**src/rtl/serial_xnor_comparator.sv**
```systemverilog
`default_nettype none
// ============================================================================
// Module      : serial_xnor_comparator
// Description : Compares two serial bit streams of WIDTH beats, one pair per
//               qualified beat, using the XNOR equality function. Reports a
//               one-cycle done pulse with the match count, overall equality,
//               and the index of the first differing pair.
// Revision    : 1.0 - initial release
// ============================================================================
module serial_xnor_comparator #(
  parameter int WIDTH = 8,
  parameter int CW    = 4
) (
  input  logic          clk,
  input  logic          reset,
  input  logic          start,
  input  logic          bit_valid,
  input  logic          a,
  input  logic          b,
  output logic          busy,
  output logic          done,
  output logic          equal,
  output logic [CW-1:0] match_count,
  output logic          mismatch_found,
  output logic [CW-1:0] first_mismatch
);

  typedef enum logic [1:0] {
    IDLE  = 2'd0,
    SHIFT = 2'd1,
    DONE  = 2'd2
  } state_t;

  localparam logic [CW-1:0] C_LAST_IDX = CW'(WIDTH - 1);

  state_t        r_state;
  state_t        w_next;
  logic          r_busy;
  logic          r_done;
  logic          r_equal;
  logic          r_acc;
  logic          r_mm;
  logic [CW-1:0] r_idx;
  logic [CW-1:0] r_cnt;
  logic [CW-1:0] r_first;

  logic          w_m;
  logic          w_beat;
  logic          w_last;

  // Per-beat equality bit and beat qualifiers.
  assign w_m    = ~(a ^ b);
  assign w_beat = (r_state == SHIFT) && bit_valid;
  assign w_last = w_beat && (r_idx == C_LAST_IDX);

  // Next-state decode; start is only looked at in IDLE so it cannot queue.
  always_comb begin
    w_next = r_state;
    case (r_state)
      IDLE:    if (start) w_next = SHIFT;
      SHIFT:   if (w_last) w_next = DONE;
      DONE:    w_next = IDLE;
      default: w_next = IDLE;
    endcase
  end

  // State register plus registered busy/done; done trails the DONE state by
  // one edge so it rises on the edge after the final beat is sampled.
  always_ff @(posedge clk) begin
    if (reset) begin
      r_state <= IDLE;
      r_busy  <= 1'b0;
      r_done  <= 1'b0;
    end else begin
      r_state <= w_next;
      r_busy  <= (w_next == SHIFT);
      r_done  <= (r_state == DONE);
    end
  end

  // Frame datapath: clear on accepted start, accumulate on valid beats, and
  // hold results everywhere else until the next accepted start.
  always_ff @(posedge clk) begin
    if (reset) begin
      r_idx   <= '0;
      r_cnt   <= '0;
      r_acc   <= 1'b1;
      r_mm    <= 1'b0;
      r_first <= '0;
      r_equal <= 1'b0;
    end else begin
      if ((r_state == IDLE) && start) begin
        r_idx   <= '0;
        r_cnt   <= '0;
        r_acc   <= 1'b1;
        r_mm    <= 1'b0;
        r_first <= '0;
        r_equal <= 1'b0;
      end else if (w_beat) begin
        r_cnt <= r_cnt + {{(CW-1){1'b0}}, w_m};
        r_acc <= r_acc & w_m;
        r_idx <= r_idx + 1'b1;
        if (!w_m && !r_mm) begin
          r_first <= r_idx;
          r_mm    <= 1'b1;
        end
        // Publishing equal with the final beat keeps equal and
        // match_count==WIDTH consistent at every cycle.
        if (w_last) r_equal <= r_acc & w_m;
      end
    end
  end

  assign busy           = r_busy;
  assign done           = r_done;
  assign equal          = r_equal;
  assign match_count    = r_cnt;
  assign mismatch_found = r_mm;
  assign first_mismatch = r_first;

endmodule
`default_nettype wire
```
**config.mk**
```make
export PLATFORM = sky130hd
export DESIGN_NAME = serial_xnor_comparator
export DESIGN_NICKNAME = d
export VERILOG_FILES = /design/src/rtl/serial_xnor_comparator.sv
export SDC_FILE = /design/constraint.sdc
export NUM_CORES = 1
export LEC_CHECK = 0
export BUFFER_PORTS_ARGS = -buffer_cell sky130_fd_sc_hd__buf_4
export CAP_MARGIN = 20
export CORE_ASPECT_RATIO = 1.2
export CORE_MARGIN = 2
export CORE_UTILIZATION = 40
export DETAILED_ROUTE_END_ITERATION = 10
export SLEW_MARGIN = 15
export SYNTH_ARGS = -nofsm -noshare
export SYNTH_HDL_FRONTEND = slang
export SYNTH_SLANG_ARGS = --single-unit
```
**constraint.sdc**
```tcl
create_clock -name clk -period 2.2 [get_ports clk]
set_clock_uncertainty 0.2 [all_clocks]
set_input_delay 0.44 -clock clk [delete_from_list [all_inputs] [get_ports clk]]
set_output_delay 0.44 -clock clk [all_outputs]
set_load 0.02 [all_outputs]
```
Word-level counts from Yosys, hierarchy flattened
Index checks and enable logic that the tools add are counted.
{"block": "totals", "regBits": 19, "inputBits": 6, "output_inout_bits": 12, "wordCells": 30}
{"block": "op_classes", "add_sub_neg": 2, "eq_ne": 4, "muxes": 3, "bitwise": 3, "n_reduce_logical": 9}
{"cell": "$add A4 B1 Y4", "count": 1}
{"cell": "$add A4 B1 Y4 const B", "count": 1}
{"cell": "$eq A2 B1 Y1 const B", "count": 2}
{"cell": "$eq A4 B3 Y1 const B", "count": 1}
{"cell": "$logic_and A1 B1 Y1", "count": 4}
{"cell": "$mux W2", "count": 2}
{"cell": "$pmux W2 S2", "count": 1}
{"cell": "$reduce_and A2 Y1", "count": 2}
{"cell": "$eq A2 B2 Y1 const B", "count": 1}
{"cell": "$logic_not A2 Y1", "count": 1}
{"cell": "$reduce_or A2 Y1", "count": 1}
{"cell": "$and A1 B1 Y1", "count": 1}
{"cell": "$logic_not A1 Y1", "count": 1}
{"cell": "$not A1 Y1", "count": 1}
{"cell": "$xor A1 B1 Y1", "count": 1}

Longest topological paths before layout
{"block": "logic_depth", "ltp_word": 6, "depth_mapped": 7, "ltp_nobuf": 7}

Worst setup path after synthesis
OpenSTA, ideal clock, no wires.
{"block": "synth_path", "kind": "in2reg", "start": "in b", "end": "reg r_cnt[2] (netlist: match_count[2])", "setup_time_ps": 70, "arrival_ps": 1516, "required_time_ps": 1930, "path_slack_ps": 414, "path_stages": 7, "path_buffers": 0, "cell_sequence": "xor2_2 inv_2 ha_1 ha_1 inv_1 or3_1 a21oi_1"}
{"block": "synth_via", "elab_chain_cells": 3}
{"element": "from (decl)", "line": "19", "source": "input logic b,"}
{"element": "$xor A1 B1 Y1", "line": "52", "source": "assign w_m = ~(a ^ b);"}
{"element": "$not A1 Y1", "line": "52"}
{"element": "$add A4 B1 Y4", "line": "100", "source": "r_cnt <= r_cnt + {{(CW-1){1'b0}}, w_m};"}
{"element": "to (signal assigned)", "line": "100"}
{"element": "to (decl)", "line": "44", "source": "logic [CW-1:0] r_cnt;"}
Every way passes these cells.
A chain may end at the register's enable or synchronous reset.

Worst setup path in the final report
Same ends and word-level chain as after synthesis.

==> flow_summary.json <==
{
  "totalWireLength_um": 1560,
  "nets": 113,
  "fmax_mhz": 594,
  "synth_cell_type_count": 25,
  "chipWidth_um": 45.2,
  "rows": 17,
  "dpl-instance-area_um2": 931,
  "worstSkewPairLatency_ns": 0.30,
  "clock_tree.buffer_depth": 2,
  "synth_top_family_by_area": "simple AND/OR/NAND/NOR gates",
  "post_cts_resized": 0,
  "synth_adder_area_share_pct": 4.61,
  "path_cells": "buf_4 > xor2_2 > inv_2 > ha_1 > ha_1 > inv_1 > or3_1 > a21oi_1",
  "routed-wl-met2_um": 739,
  "port_buffers": 17,
  "syn_inst": 86,
  "ant_nets": 0,
  "grt_pass1_vias": 609,
  "synth.area.mux_share_pct": 0,
  "cts.sinks": 19,
  "ir_worst_vdd_mv": 0.328,
  "core_area_mm2": 0.00187,
  "htreeDepth": 1,
  "rsz0062_at_grt": "false",
  "hold_class": "in2reg",
  "power_density_mw_per_mm2": 611,
  "status": "finished, final reports clean",
  "critical_path.most_common_cell": "ha_1",
  "seq_power_share_pct": 60.8,
  "synth_xor_area_share_pct": 3.07,
  "fin_area_um2": 957,
  "maxSlewViolCount": 0,
  "firstDrtPassIters": 4,
  "die_h_um": 53.4,
  "clkTransAtPathRegs_ns": 0.11,
  "hpwl_um": 1090,
  "dieArea_mm2": 0.00241,
  "p_leak_nw": 0.369,
  "cp.arrival_ns": 1.72,
  "wl_met1_um": 692,
  "required_ns": 2.24,
  "routabilityCongestion": 0.718,
  "setup_violations": 0,
  "p_sw_share_pct": 24.8,
  "period_needed_ns": 1.68,
  "yosys.area.top_type": "dfxtp_1",
  "drive_gt1_share_pct": 23.3,
  "top_layer": "met4",
  "critical_path.slowest_cell": "or3_1",
  "ff_latch_area_um2": 380,
  "synth_compound_area_share_pct": 17.8,
  "synthArstFlopShare_pct": 0,
  "postCtsSetupBuffers": 0,
  "grt_pass1_wl_um": 2590,
  "maxCapViolations": 0,
  "ys.warnings.count": 0,
  "synth_edf_count": 0,
  "synth-seq-cells": 19,
  "path_class": "in2reg",
  "fin_crit_sh_pct": 76.5,
  "cp-start-kind": "input port",
  "p_comb_share_pct": 8.7,
  "vias": 679,
  "internal_power_w": 0.000439,
  "netSwitchingPower_w": 0.000145,
  "multi_input_area_um2": 384,
  "num_io_pins": 18,
  "grt_max_degree": 19,
  "slew_headroom_pct": 67.1,
  "antenna_found_initial": 0,
  "syn-num-nets": 95,
  "critPathMaxStageDelay_ns": 0.33,
  "start_util_pct": 43.5,
  "netlist_top_cells_area": "dfxtp_1 (47%), a21oi_1 (8.0%), ha_1 (4.6%)",
  "worst-slew-pin-transition_ns": 0.493,
  "wl_met3_um": 91,
  "syn_area_per_cell_um2": 9.47,
  "end_kind": "flop",
  "wire_per_inst_um": 12.8,
  "p_clk_share_pct": 30.5,
  "syn_area_um2": 815,
  "drcViolationCount": 0,
  "cts-root-buf": "clkbuf_4",
  "netlist_top_cells_count": "dfxtp_1 (19), a21oi_1 (13), nand2_1 (7)",
  "fill_cells": 199,
  "overflow": 0,
  "synth-simple-area-share_pct": 21.7,
  "finalHoldViolations": 0,
  "via_per_inst": 5.57,
  "drt_iter0_markers": 9,
  "postCtsHoldBufs": 0,
  "numCtsBuffers": 3,
  "gr-usage-all-layers_pct": 14.9,
  "finalSetupTns_ns": 0,
  "antennaDiodeCount": 0,
  "ys.flop_type": "dfxtp_1",
  "synth_top_area_share_pct": 46.7,
  "synthToLayoutAreaGrowth_pct": 17.5,
  "crit_fanout": 7,
  "ys_seq_area_share_pct": 46.7,
  "cts_tree": "done",
  "yosysMostFrequentCell": "dfxtp_1"
}
==> area by class of cell <==
type                    count  share of cell area, %
clock buffers               4                   2.75
inverters                   4                   1.57
multi-input cells          59                   40.1
flip-flops and latches     19                   39.7
well taps                  19                   2.48
repair buffers             17                   13.3
==> layer usage <==
layer | track usage (%) | up-vias
met2 | 26.9 | 21
met5 | 0 | -
met4 | 8.82 | 0
met3 | 2.73 | 5
li1 | - | 345
met1 | 15.4 | 308
==> layout by cell type, fill, tap and decap left out, types with 2 or more instances in the layout <==
master	count
or3_1	4
buf_4	17
nand3_1	2
o31ai_1	5
nor2_1	3
dfxtp_1	19
nor3b_1	2
inv_1	3
nand4_1	5
ha_1	3
a21oi_1	13
a2111oi_0	2
nand2_1	7
clkbuf_4	3
o21ai_0	5
==> sequential cells by signal (all words and copies together), names as in the netlist <==
| register | cells |
|---|---|
| r_acc | 1 |
| first_mismatch | 4 |
| match_count | 4 |
| r_state | 2 |
| done | 1 |
| mismatch_found | 1 |
| r_idx | 4 |
| equal | 1 |
| busy | 1 |
==> cells by family (layout without fill, tap and decap cells) <==
kind of cell | after synthesis | in the layout
buffers and inverters | 8 | 25
XOR/XNOR | 2 | 2
flip-flops | 19 | 19
AO/OA/AOI/OAI | 25 | 25
AND/OR/NAND/NOR | 29 | 29
adder cells (fa/ha/maj) | 3 | 3
==> through the flow <==
stage          hold WS (ns)  power, W  util, %  worst slack, ns  std cells
6_report              0.123  0.000584     51.1            0.517        122
5_1_grt               0.113  0.000610     51.1            0.400        122
4_1_cts               0.114  0.000592     51.1            0.527        122
3_5_place_dp          0.266  0.000414     49.7            0.209        118
3_3_place_gp          0.254  0.000413     49.7            0.243        118
2_1_floorplan         0.244  0.000401        -            0.414         86
==> worst max-delay path, delay by kind of cell <==
family	cells	cell delay, ns
XOR/XNOR	1	0.20
AO/OA/AOI/OAI	1	0.14
buffers and inverters	3	0.29
AND/OR/NAND/NOR	1	0.33
adder cells (fa/ha/maj)	2	0.32
==> worst paths after layout <==
path / start / slack (ns) / cells past startpoint / end
worst min register to register: equal / 0.28 / 2 / equal
worst max register to register: r_idx[0] / 0.68 / 3 / r_state[0]
worst max-delay path: b / 0.52 / 8 / match_count[2]
worst min-delay path: reset / 0.12 / 2 / done
==> power groups by stage <==
stage | sequential, W | combinational, W | clock [W]
after floorplan | 0.000365 | 0.0000354 | 0
after global placement | 0.000363 | 0.0000505 | 0
after detailed placement | 0.000363 | 0.0000512 | 0
after CTS | 0.000355 | 0.0000512 | 0.000186
after global routing | 0.000356 | 0.0000569 | 0.000197
final | 0.000355 | 0.0000508 | 0.000178
(Power assumes the default switching activity.)
